File: src/rtl/ddr3_pkg.sv
// Shared types and constants for the DDR3 command arbiter.
// State encoding and native-interface command codes live here so the FSM and bench agree.
package ddr3_pkg;

  typedef enum logic [2:0] {
    StWaitInit = 3'd0,
    StIdle     = 3'd1,
    StCmd      = 3'd2,
    StWdata    = 3'd3,
    StRdata    = 3'd4
  } state_e;

  localparam logic [3:0] CMD_READ  = 4'b0001;
  localparam logic [3:0] CMD_WRITE = 4'b0010;
  localparam logic [3:0] CMD_NOP   = 4'b0000;

  localparam int unsigned TmoCntW   = 8;
  localparam logic [TmoCntW-1:0] TmoCntMax = '1;

  function automatic logic [3:0] cmd_code(input logic we);
    return we ? CMD_WRITE : CMD_READ;
  endfunction

endpackage

File: src/rtl/rr_arb2.sv
// Two-requester round-robin picker. Holds the last-served flag; the owner's FSM strobes
// update_i when a command is actually accepted, so aborted picks do not rotate priority.
module rr_arb2 (
  input  logic       clk_i,
  input  logic       rst_i,
  input  logic [1:0] req_i,
  input  logic       update_i,
  input  logic       served_i,
  output logic       valid_o,
  output logic       pick_o
);

  logic last_q, last_d;

  always_comb begin
    last_d = last_q;
    if (update_i) begin
      last_d = served_i;
    end
  end

  // Last-served resets to 1 so port 0 wins the first tie.
  always_ff @(posedge clk_i or posedge rst_i) begin
    if (rst_i) begin
      last_q <= 1'b1;
    end else begin
      last_q <= last_d;
    end
  end

  always_comb begin
    valid_o = |req_i;
    case (req_i)
      2'b01:   pick_o = 1'b0;
      2'b10:   pick_o = 1'b1;
      2'b11:   pick_o = ~last_q;
      default: pick_o = 1'b0;
    endcase
  end

endmodule

File: src/rtl/ddr3_cmd_arb.sv
// Two-port round-robin command arbiter in front of a DDR3 controller's native command port.
// One transaction in flight; read beats go back to their owner or are aborted on timeout.
module ddr3_cmd_arb
  import ddr3_pkg::*;
#(
  parameter int unsigned ADDR_W     = 26,
  parameter int unsigned DATA_W     = 64,
  parameter logic [7:0]  RD_TIMEOUT = 8'hFF
) (
  input  logic              clk,
  input  logic              rst,
  input  logic              init_done,
  input  logic              req0_valid,
  input  logic              req0_we,
  input  logic [ADDR_W-1:0] req0_addr,
  input  logic [DATA_W-1:0] req0_wdata,
  input  logic              req1_valid,
  input  logic              req1_we,
  input  logic [ADDR_W-1:0] req1_addr,
  input  logic [DATA_W-1:0] req1_wdata,
  output logic              req0_grant,
  output logic              req1_grant,
  output logic              req0_done,
  output logic              req1_done,
  output logic [DATA_W-1:0] rdata,
  output logic              rd_err,
  output logic              cmd_valid,
  output logic [3:0]        cmd,
  output logic [ADDR_W-1:0] cmd_addr,
  input  logic              cmd_rdy,
  input  logic              datain_rdy,
  output logic [DATA_W-1:0] write_data,
  input  logic [DATA_W-1:0] read_data,
  input  logic              read_data_valid
);

  state_e              state_q, state_d;
  logic                owner_q, owner_d;
  logic                we_q, we_d;
  logic [ADDR_W-1:0]   addr_q, addr_d;
  logic [DATA_W-1:0]   wdata_q, wdata_d;
  logic [TmoCntW-1:0]  cnt_q, cnt_d;
  logic [DATA_W-1:0]   rdata_q, rdata_d;
  logic [1:0]          grant_q, grant_d;
  logic [1:0]          done_q, done_d;
  logic                rd_err_q, rd_err_d;

  logic                arb_valid;
  logic                arb_pick;
  logic                arb_update;
  logic                cmd_accept;
  logic                rd_timeout;

  assign cmd_accept = (state_q == StCmd) && cmd_rdy && init_done;
  assign arb_update = cmd_accept;

  // Fires on the cycle RDATA has been occupied for RD_TIMEOUT cycles.
  assign rd_timeout = ({1'b0, cnt_q} + 9'd1) >= {1'b0, RD_TIMEOUT};

  rr_arb2 u_rr_arb2 (
    .clk_i    (clk),
    .rst_i    (rst),
    .req_i    ({req1_valid, req0_valid}),
    .update_i (arb_update),
    .served_i (owner_q),
    .valid_o  (arb_valid),
    .pick_o   (arb_pick)
  );

  // State register.
  always_ff @(posedge clk or posedge rst) begin
    if (rst) begin
      state_q <= StWaitInit;
    end else begin
      state_q <= state_d;
    end
  end

  // Next-state logic; losing init_done aborts from any state.
  always_comb begin
    state_d = state_q;
    if (!init_done) begin
      state_d = StWaitInit;
    end else begin
      case (state_q)
        StWaitInit: state_d = StIdle;
        StIdle: begin
          if (arb_valid) begin
            state_d = StCmd;
          end
        end
        StCmd: begin
          if (cmd_rdy) begin
            state_d = we_q ? StWdata : StRdata;
          end
        end
        StWdata: begin
          if (datain_rdy) begin
            state_d = StIdle;
          end
        end
        StRdata: begin
          if (read_data_valid || rd_timeout) begin
            state_d = StIdle;
          end
        end
        default: state_d = StWaitInit;
      endcase
    end
  end

  // Request latch, timeout counter, read capture and completion pulses.
  always_comb begin
    owner_d  = owner_q;
    we_d     = we_q;
    addr_d   = addr_q;
    wdata_d  = wdata_q;
    cnt_d    = cnt_q;
    rdata_d  = rdata_q;
    grant_d  = 2'b00;
    done_d   = 2'b00;
    rd_err_d = 1'b0;
    if (!init_done) begin
      rdata_d = '0;
    end else begin
      case (state_q)
        StIdle: begin
          if (arb_valid) begin
            owner_d = arb_pick;
            we_d    = arb_pick ? req1_we : req0_we;
            addr_d  = arb_pick ? req1_addr : req0_addr;
            wdata_d = arb_pick ? req1_wdata : req0_wdata;
          end
        end
        StCmd: begin
          if (cmd_rdy) begin
            grant_d[owner_q] = 1'b1;
            cnt_d            = '0;
          end
        end
        StWdata: begin
          if (datain_rdy) begin
            done_d[owner_q] = 1'b1;
          end
        end
        StRdata: begin
          // Data beats the timeout when both land on the same cycle.
          if (read_data_valid) begin
            rdata_d         = read_data;
            done_d[owner_q] = 1'b1;
          end else if (rd_timeout) begin
            rd_err_d = 1'b1;
          end else if (cnt_q != TmoCntMax) begin
            cnt_d = cnt_q + 8'd1;
          end
        end
        default: ;
      endcase
    end
  end

  always_ff @(posedge clk or posedge rst) begin
    if (rst) begin
      owner_q  <= 1'b0;
      we_q     <= 1'b0;
      addr_q   <= '0;
      wdata_q  <= '0;
      cnt_q    <= '0;
      rdata_q  <= '0;
      grant_q  <= 2'b00;
      done_q   <= 2'b00;
      rd_err_q <= 1'b0;
    end else begin
      owner_q  <= owner_d;
      we_q     <= we_d;
      addr_q   <= addr_d;
      wdata_q  <= wdata_d;
      cnt_q    <= cnt_d;
      rdata_q  <= rdata_d;
      grant_q  <= grant_d;
      done_q   <= done_d;
      rd_err_q <= rd_err_d;
    end
  end

  // Output decode from the registered state and latches.
  always_comb begin
    cmd_valid  = 1'b0;
    cmd        = CMD_NOP;
    cmd_addr   = '0;
    write_data = '0;
    case (state_q)
      StCmd: begin
        cmd_valid = 1'b1;
        cmd       = cmd_code(we_q);
        cmd_addr  = addr_q;
      end
      StWdata: write_data = wdata_q;
      default: ;
    endcase
  end

  assign req0_grant = grant_q[0];
  assign req1_grant = grant_q[1];
  assign req0_done  = done_q[0];
  assign req1_done  = done_q[1];
  assign rdata      = rdata_q;
  assign rd_err     = rd_err_q;

endmodule

File: config.mk
export PLATFORM = sky130hd
export DESIGN_NAME = ddr3_cmd_arb
export DESIGN_NICKNAME = d
export VERILOG_FILES = /design/src/rtl/ddr3_pkg.sv /design/src/rtl/rr_arb2.sv /design/src/rtl/ddr3_cmd_arb.sv
export SDC_FILE = /design/constraint.sdc
export NUM_CORES = 1
export LEC_CHECK = 0
export CORE_AREA = 5 5 161 163
export CTS_BUF_LIST = sky130_fd_sc_hd__clkbuf_4
export CTS_CLUSTER_SIZE = 25
export DETAILED_ROUTE_END_ITERATION = 8
export DIE_AREA = 0 0 166 168
export GPL_TIMING_DRIVEN = 0
export MAX_ROUTING_LAYER = met4
export PLACE_DENSITY = 0.71
export SLEW_MARGIN = 20
export SYNTH_ARGS = -nofsm -noshare
export SYNTH_HDL_FRONTEND = slang
export SYNTH_SLANG_ARGS = --single-unit
File: constraint.sdc
create_clock -name clk -period 9.6 [get_ports clk]
set_input_delay 0.96 -clock clk [delete_from_list [all_inputs] [get_ports clk]]
set_output_delay 0.96 -clock clk [all_outputs]
set_load 0.1 [all_outputs]
## Word level (Yosys, flattened, before mapping)

Cells that the tools add are included.

| word-level totals | value |
|---|---|
| register bits | 173 |
| input bits | 254 |
| word-level logic and storage cells | 82 |

| operators by class | value |
|---|---|
| $add $sub $neg | 2 |
| $lt $le $gt $ge | 3 |
| eq/ne operators | 17 |
| muxes and demuxes | 37 |
| bitwise logic cells | 1 |
| reductions and logical operators | 11 |

Operators by type and width:

| operator | number |
|---|---|
| 64-bit two-way mux | 5 |
| 26-bit two-way mux | 2 |
| 8-bit two-way mux | 4 |
| 3-bit two-way mux | 6 |
| 8-bit one-hot mux with 2 select lines | 1 |
| 3-bit one-hot mux with 5 select lines | 1 |
| 2-bit two-way mux | 7 |
| 3-bit inequality test (second input constant) | 4 |
| 8-bit by 1-bit adder with 9-bit output (second input constant) | 1 |
| 9-bit by 8-bit >= comparator with 1-bit output (second input constant) | 1 |
| 8-bit by 1-bit adder with 8-bit output (second input constant) | 1 |
| 2-bit inequality test (second input constant) | 4 |
| 8-bit inequality test (second input constant) | 1 |
| 1-bit two-way mux | 7 |
| 3-bit by 2-bit equality test with 1-bit output (second input constant) | 2 |
| 6-bit AND reduction | 1 |
| 2-bit equality test (second input constant) | 2 |
| 4-bit two-way mux | 1 |
| 2-bit by 1-bit inequality test with 1-bit output (second input constant) | 2 |
| 2-bit one-hot mux with 2 select lines | 1 |
| 4-bit AND reduction | 1 |
| 3-bit by 1-bit equality test with 1-bit output (second input constant) | 1 |
| 3-bit equality test (second input constant) | 1 |
| 1-bit logical AND | 3 |
| 11 further kinds | 11 |

## Longest topological paths before layout

| logic depth | value |
|---|---|
| word-level depth | 7 |
| depth in mapped cells | 8 |
| mapped depth without buffers | 8 |

## Modules after synthesis

Synthesis repeated with hierarchy kept, for this count alone.

| unflattened totals | value |
|---|---|
| cell total of the unflattened synthesis | 899 |
| area total of the unflattened synthesis | 8,644.5 um^2 |

Modules (own cells, without submodules):

| module | times used | cells an instance | area each (um^2) |
|---|---|---|---|
| ddr3_cmd_arb | 1 | 894 | 8,585.7 |
| rr_arb2 | 1 | 5 | 58.8 |

## Worst setup path before layout

OpenSTA, ideal clock, no wires.

| timing path | value |
|---|---|
| kind | register to output |
| start point | register state_q[1] |
| end point | output cmd[1] |
| data arrival time | 2.657 ns |
| data required time | 8.640 ns |
| slack | 5.983 ns |
| cell stages (with the launch flop) | 6 |
| buffers on the path | 2 |
| path through | dfrtp_1 -> buf_6 -> nor2b_1 -> nor2b_1 -> clkbuf_1 -> and2_1 |

| between the ends | value |
|---|---|
| word-level cells in the longest chain between the ends | 2 |

Ends and longest elaborated chain:

| item | line | text |
|---|---|---|
| start: declaration | ddr3_cmd_arb.sv:37 | `state_e state_q, state_d;` |
| start signal: assignment | ddr3_cmd_arb.sv:73 | `state_q <= StWaitInit;` |
| start signal: assignment | ddr3_cmd_arb.sv:75 | `state_q <= state_d;` |
| 3-bit by 2-bit equality test with 1-bit output | ddr3_cmd_arb.sv:192 | `case (state_q)` |
| 4-bit two-way mux | ddr3_cmd_arb.sv:192 |  |
| end: declaration | ddr3_cmd_arb.sv:28 | `output logic [3:0] cmd,` |

No other way between the ends.

## Worst setup path in the final report

| timing path | value |
|---|---|
| start point | register state_q[1] |
| end point | output cmd_addr[14] |

| between the ends | value |
|---|---|
| word-level cells in the longest chain between the ends | 2 |

Ends and longest elaborated chain:

| item | line | text |
|---|---|---|
| 3-bit by 2-bit equality test with 1-bit output | ddr3_cmd_arb.sv:192 |  |
| 26-bit two-way mux | ddr3_cmd_arb.sv:192 |  |
| end: declaration | ddr3_cmd_arb.sv:29 | `output logic [ADDR_W-1:0] cmd_addr,` |

No other way between the ends.

==> out/results.txt <==
H-tree depth = 4
WHS Endpoint = done_q[0]
Setup bufs post-CTS = 0
FP Rows = 57
Fmax achieved = 219 MHz
Final hold vios = 0
Clk_skew = 0.0156 ns
First-pass GRT wire length = 47,400 um
Worst Hold Class = flip-flop to flip-flop
Warnings, synthesis = 0
Hold path startpoint = owner_q
Final min period = 4.57 ns
I/O pin count = 418
Max_slew headroom = 26.3%
1st-iter DRT viols = 495
Total grt overflow = 0
Area delta synth->final = 57.8%
Worst vdd ir = 0.000126 V
Largest net degree at the start of global routing = 72
Die span in y = 168 um
M1 GR Usage = 25.8%
Worst Reg-to-Reg Cells = 5
Min Hold Slack = 0.456 ns
WHS Path Cells = 1
FF-to-FF End = wdata_q[1]
Leakage = 5.73 nW
Slew @ Worst Pin = 1.10 ns
Startpoint Class = flip-flop
Syn Std Cell Area = 8480 sq um
Fraction of layout cells with a size suffix above 1 = 5.88%
GR Layer Usage met2 = 38.3%
GR peak layer = met2
Die Wd = 166 um
Post-route antenna net violation count = 0
M3 GR Usage = 5.70%
CTS resizes = 0
Pwr Density = 223 nW/um^2
R2R Setup Slk = 7.22 ns
TritonCTS clock tree = yes
Mapped Cells = 894
Nets = 1,587
Post-synthesis sequential area ratio = 51.1%
Hold buffer count at CTS = 0
CP max FO = 10
Final max-slew violation count = 0
Endpoint class of the critical path = primary output
GRT Total Usage = 22.3%
Reg area = 4330 sq um
Core area = 24,200 sq um
Final HPWL DP = 24,300 um
Final setup viols = 0
Drt pass-1 iters = 5
Vias in the first global route = 8,308
Setup Crit Path Kind = flip-flop to primary output
Clock sink count = 173
Synth Register Bits = 173
Final period utilization = 47.6%
WL per Instance = 18.6 um
Clock buffer depth = 2
CTS buffer count = 17
Netlist cell types = 45
Arrival time at the worst endpoint = 3.61 ns
Clk_lat worst skew = 0.56 ns
Worst r2r src = u_rr_arb2.last_q
Final Util = 55.3%
Avg Cell Area, Syn = 9.48 sq um
Final WL = 31,000 um
Multi-input logic area = 3810 sq um
Maxcap violations = 0
Drt drc = 0
Gpl congestion = 0.864
Die ar. = 27,900 sq um
Status = completed
Initial core utilization = 35.1%
RSZ-0062 raised after global routing = no
Clock root buffer = clkbuf_4
Initial antenna violation count = 1
Setup Total Neg Slack = 0 ns
Port-buffer cells = 415
Reg clk slew, reported paths = 0.15 ns
Vias = 8,092
CP required = 8.64 ns
Vias per Instance = 4.85
Fillcell total = 2,244
## per-layer routing
layer | wire, um | share of wire [%]
met2 | 15800 | 51
met5 | 0 | 0
met1 | 12200 | 39
met3 | 2280 | 7.4
met4 | 719 | 2.3
## cells by family (layout without fill, tap and decap cells)
| family | Yosys count | after routing | synth area share [%] |
|---|---|---|---|
| AND/OR/NAND/NOR | 366 | 366 | 20.0 |
| other | 1 | 3 | 0.0442 |
| AO/OA/AOI/OAI | 180 | 180 | 13.2 |
| XOR/XNOR | 3 | 3 | 0.398 |
| buffers and inverters | 77 | 526 | 4.07 |
| multiplexers | 92 | 92 | 10.9 |
| adder cells (fa/ha/maj) | 2 | 2 | 0.295 |
| flip-flops | 173 | 173 | 51.1 |
## worst max-delay path, stage by stage, from the launching register on
cell and delay (ns):
dfrtp_1 0.37, buf_6 0.13, nor2b_1 0.25, nor2b_1 0.22, clkbuf_1 0.42, clkbuf_1 0.33, and2_1 0.18, clkdlybuf4s50_1 1.16
## how the worst max path moves through the flow
stage	startpoint	end	slack, ns	cells past startpoint
floorplan	rst	addr_q[0]	3.95	1
global placement	rst	addr_q[11]	1.29	2
detailed placement	state_q[1]	write_data[9]	5.59	6
CTS	state_q[1]	write_data[9]	4.93	6
global route	state_q[1]	cmd_addr[10]	4.69	7
finish	state_q[1]	cmd_addr[14]	5.03	7
## cells in the mapped netlist, drive strengths merged
| cell | instances | area [sq um] |
|---|---|---|
| nor2 | 106 | 398 |
| nand4 | 3 | 25.0 |
| a211o | 2 | 17.5 |
| a31o | 1 | 8.76 |
| nand3b | 2 | 15.0 |
| nor3 | 4 | 20.0 |
| clkbuf | 35 | 131 |
| o22ai | 1 | 6.26 |
| o2bb2ai | 3 | 26.3 |
| o211ai | 2 | 15.0 |
| a21o | 1 | 7.51 |
| dfstp | 1 | 26.3 |
| and3 | 65 | 407 |
| dfrtp | 172 | 4300 |
| ha | 2 | 25.0 |
| inv | 5 | 18.8 |
| buf | 37 | 195 |
| o31ai | 1 | 7.51 |
| o21ba | 1 | 10.0 |
| nor2b | 4 | 25.0 |
| xnor2 | 3 | 33.8 |
| and2 | 30 | 190 |
| or3b | 2 | 17.5 |
| a21boi | 67 | 503 |
| nand3 | 6 | 35.0 |
| conb | 1 | 3.75 |
| mux2i | 92 | 921 |
| a21oi | 92 | 460 |
| nand2 | 138 | 518 |
| nand2b | 2 | 12.5 |
| and3b | 1 | 8.76 |
| or3 | 1 | 6.26 |
| nor3b | 2 | 20.0 |
| o21ai | 9 | 60.1 |
## power by group
group / internal, mW / total, mW / switching, mW
Clock: 0.138 / 0.423 / 0.284
Sequential: 0.932 / 1.03 / 0.103
Combinational: 0.463 / 1.53 / 1.07
## stage by stage
stage          area (sq um)  setup slack [ns]  std cells  power [mW]
2_1_floorplan          8480              3.95        895        2.11
4_1_cts               13400              4.93       1668        3.02
3_5_place_dp          13100              5.59       1636        2.59
6_report              13400              5.03       1669        2.99
3_3_place_gp          13000              1.29       1634        2.56
5_1_grt               13400              4.69       1669        3.16
## state kept, by name, summed over array words and instances, names as in the netlist, 2 cells and up
signal   flops
grant_q      2
addr_q      26
cnt_q        8
state_q      3
done_q       2
wdata_q     64
rdata       64
## cell usage in the layout, fill, tap and decap left out, types with 5 or more instances in the layout
| master | instances |
|---|---|
| o21ai_0 | 7 |
| dfrtp_1 | 172 |
| clkbuf_4 | 18 |
| a21oi_1 | 92 |
| a21boi_0 | 56 |
| and2_1 | 29 |
| buf_2 | 33 |
| mux2i_1 | 92 |
| and3_1 | 65 |
| nor2_1 | 106 |
| nand3_1 | 5 |
| clkbuf_1 | 35 |
| clkdlybuf4s50_1 | 415 |
| a21boi_1 | 11 |
| nand2_1 | 138 |
## layout make-up
type,instances,area share [%]
Sequential cell,173,32.4
Timing Repair Buffer,417,31.5
Multi-Input combinational cell,645,28.5
Tap cell,324,3.03
Buffer,72,2.44
Clock buffer,18,1.01
Clock inverter,14,1.01
Inverter,5,0.196
Antenna cell,1,0.0187
No activity file was read; power rests on OpenSTA's default activity.
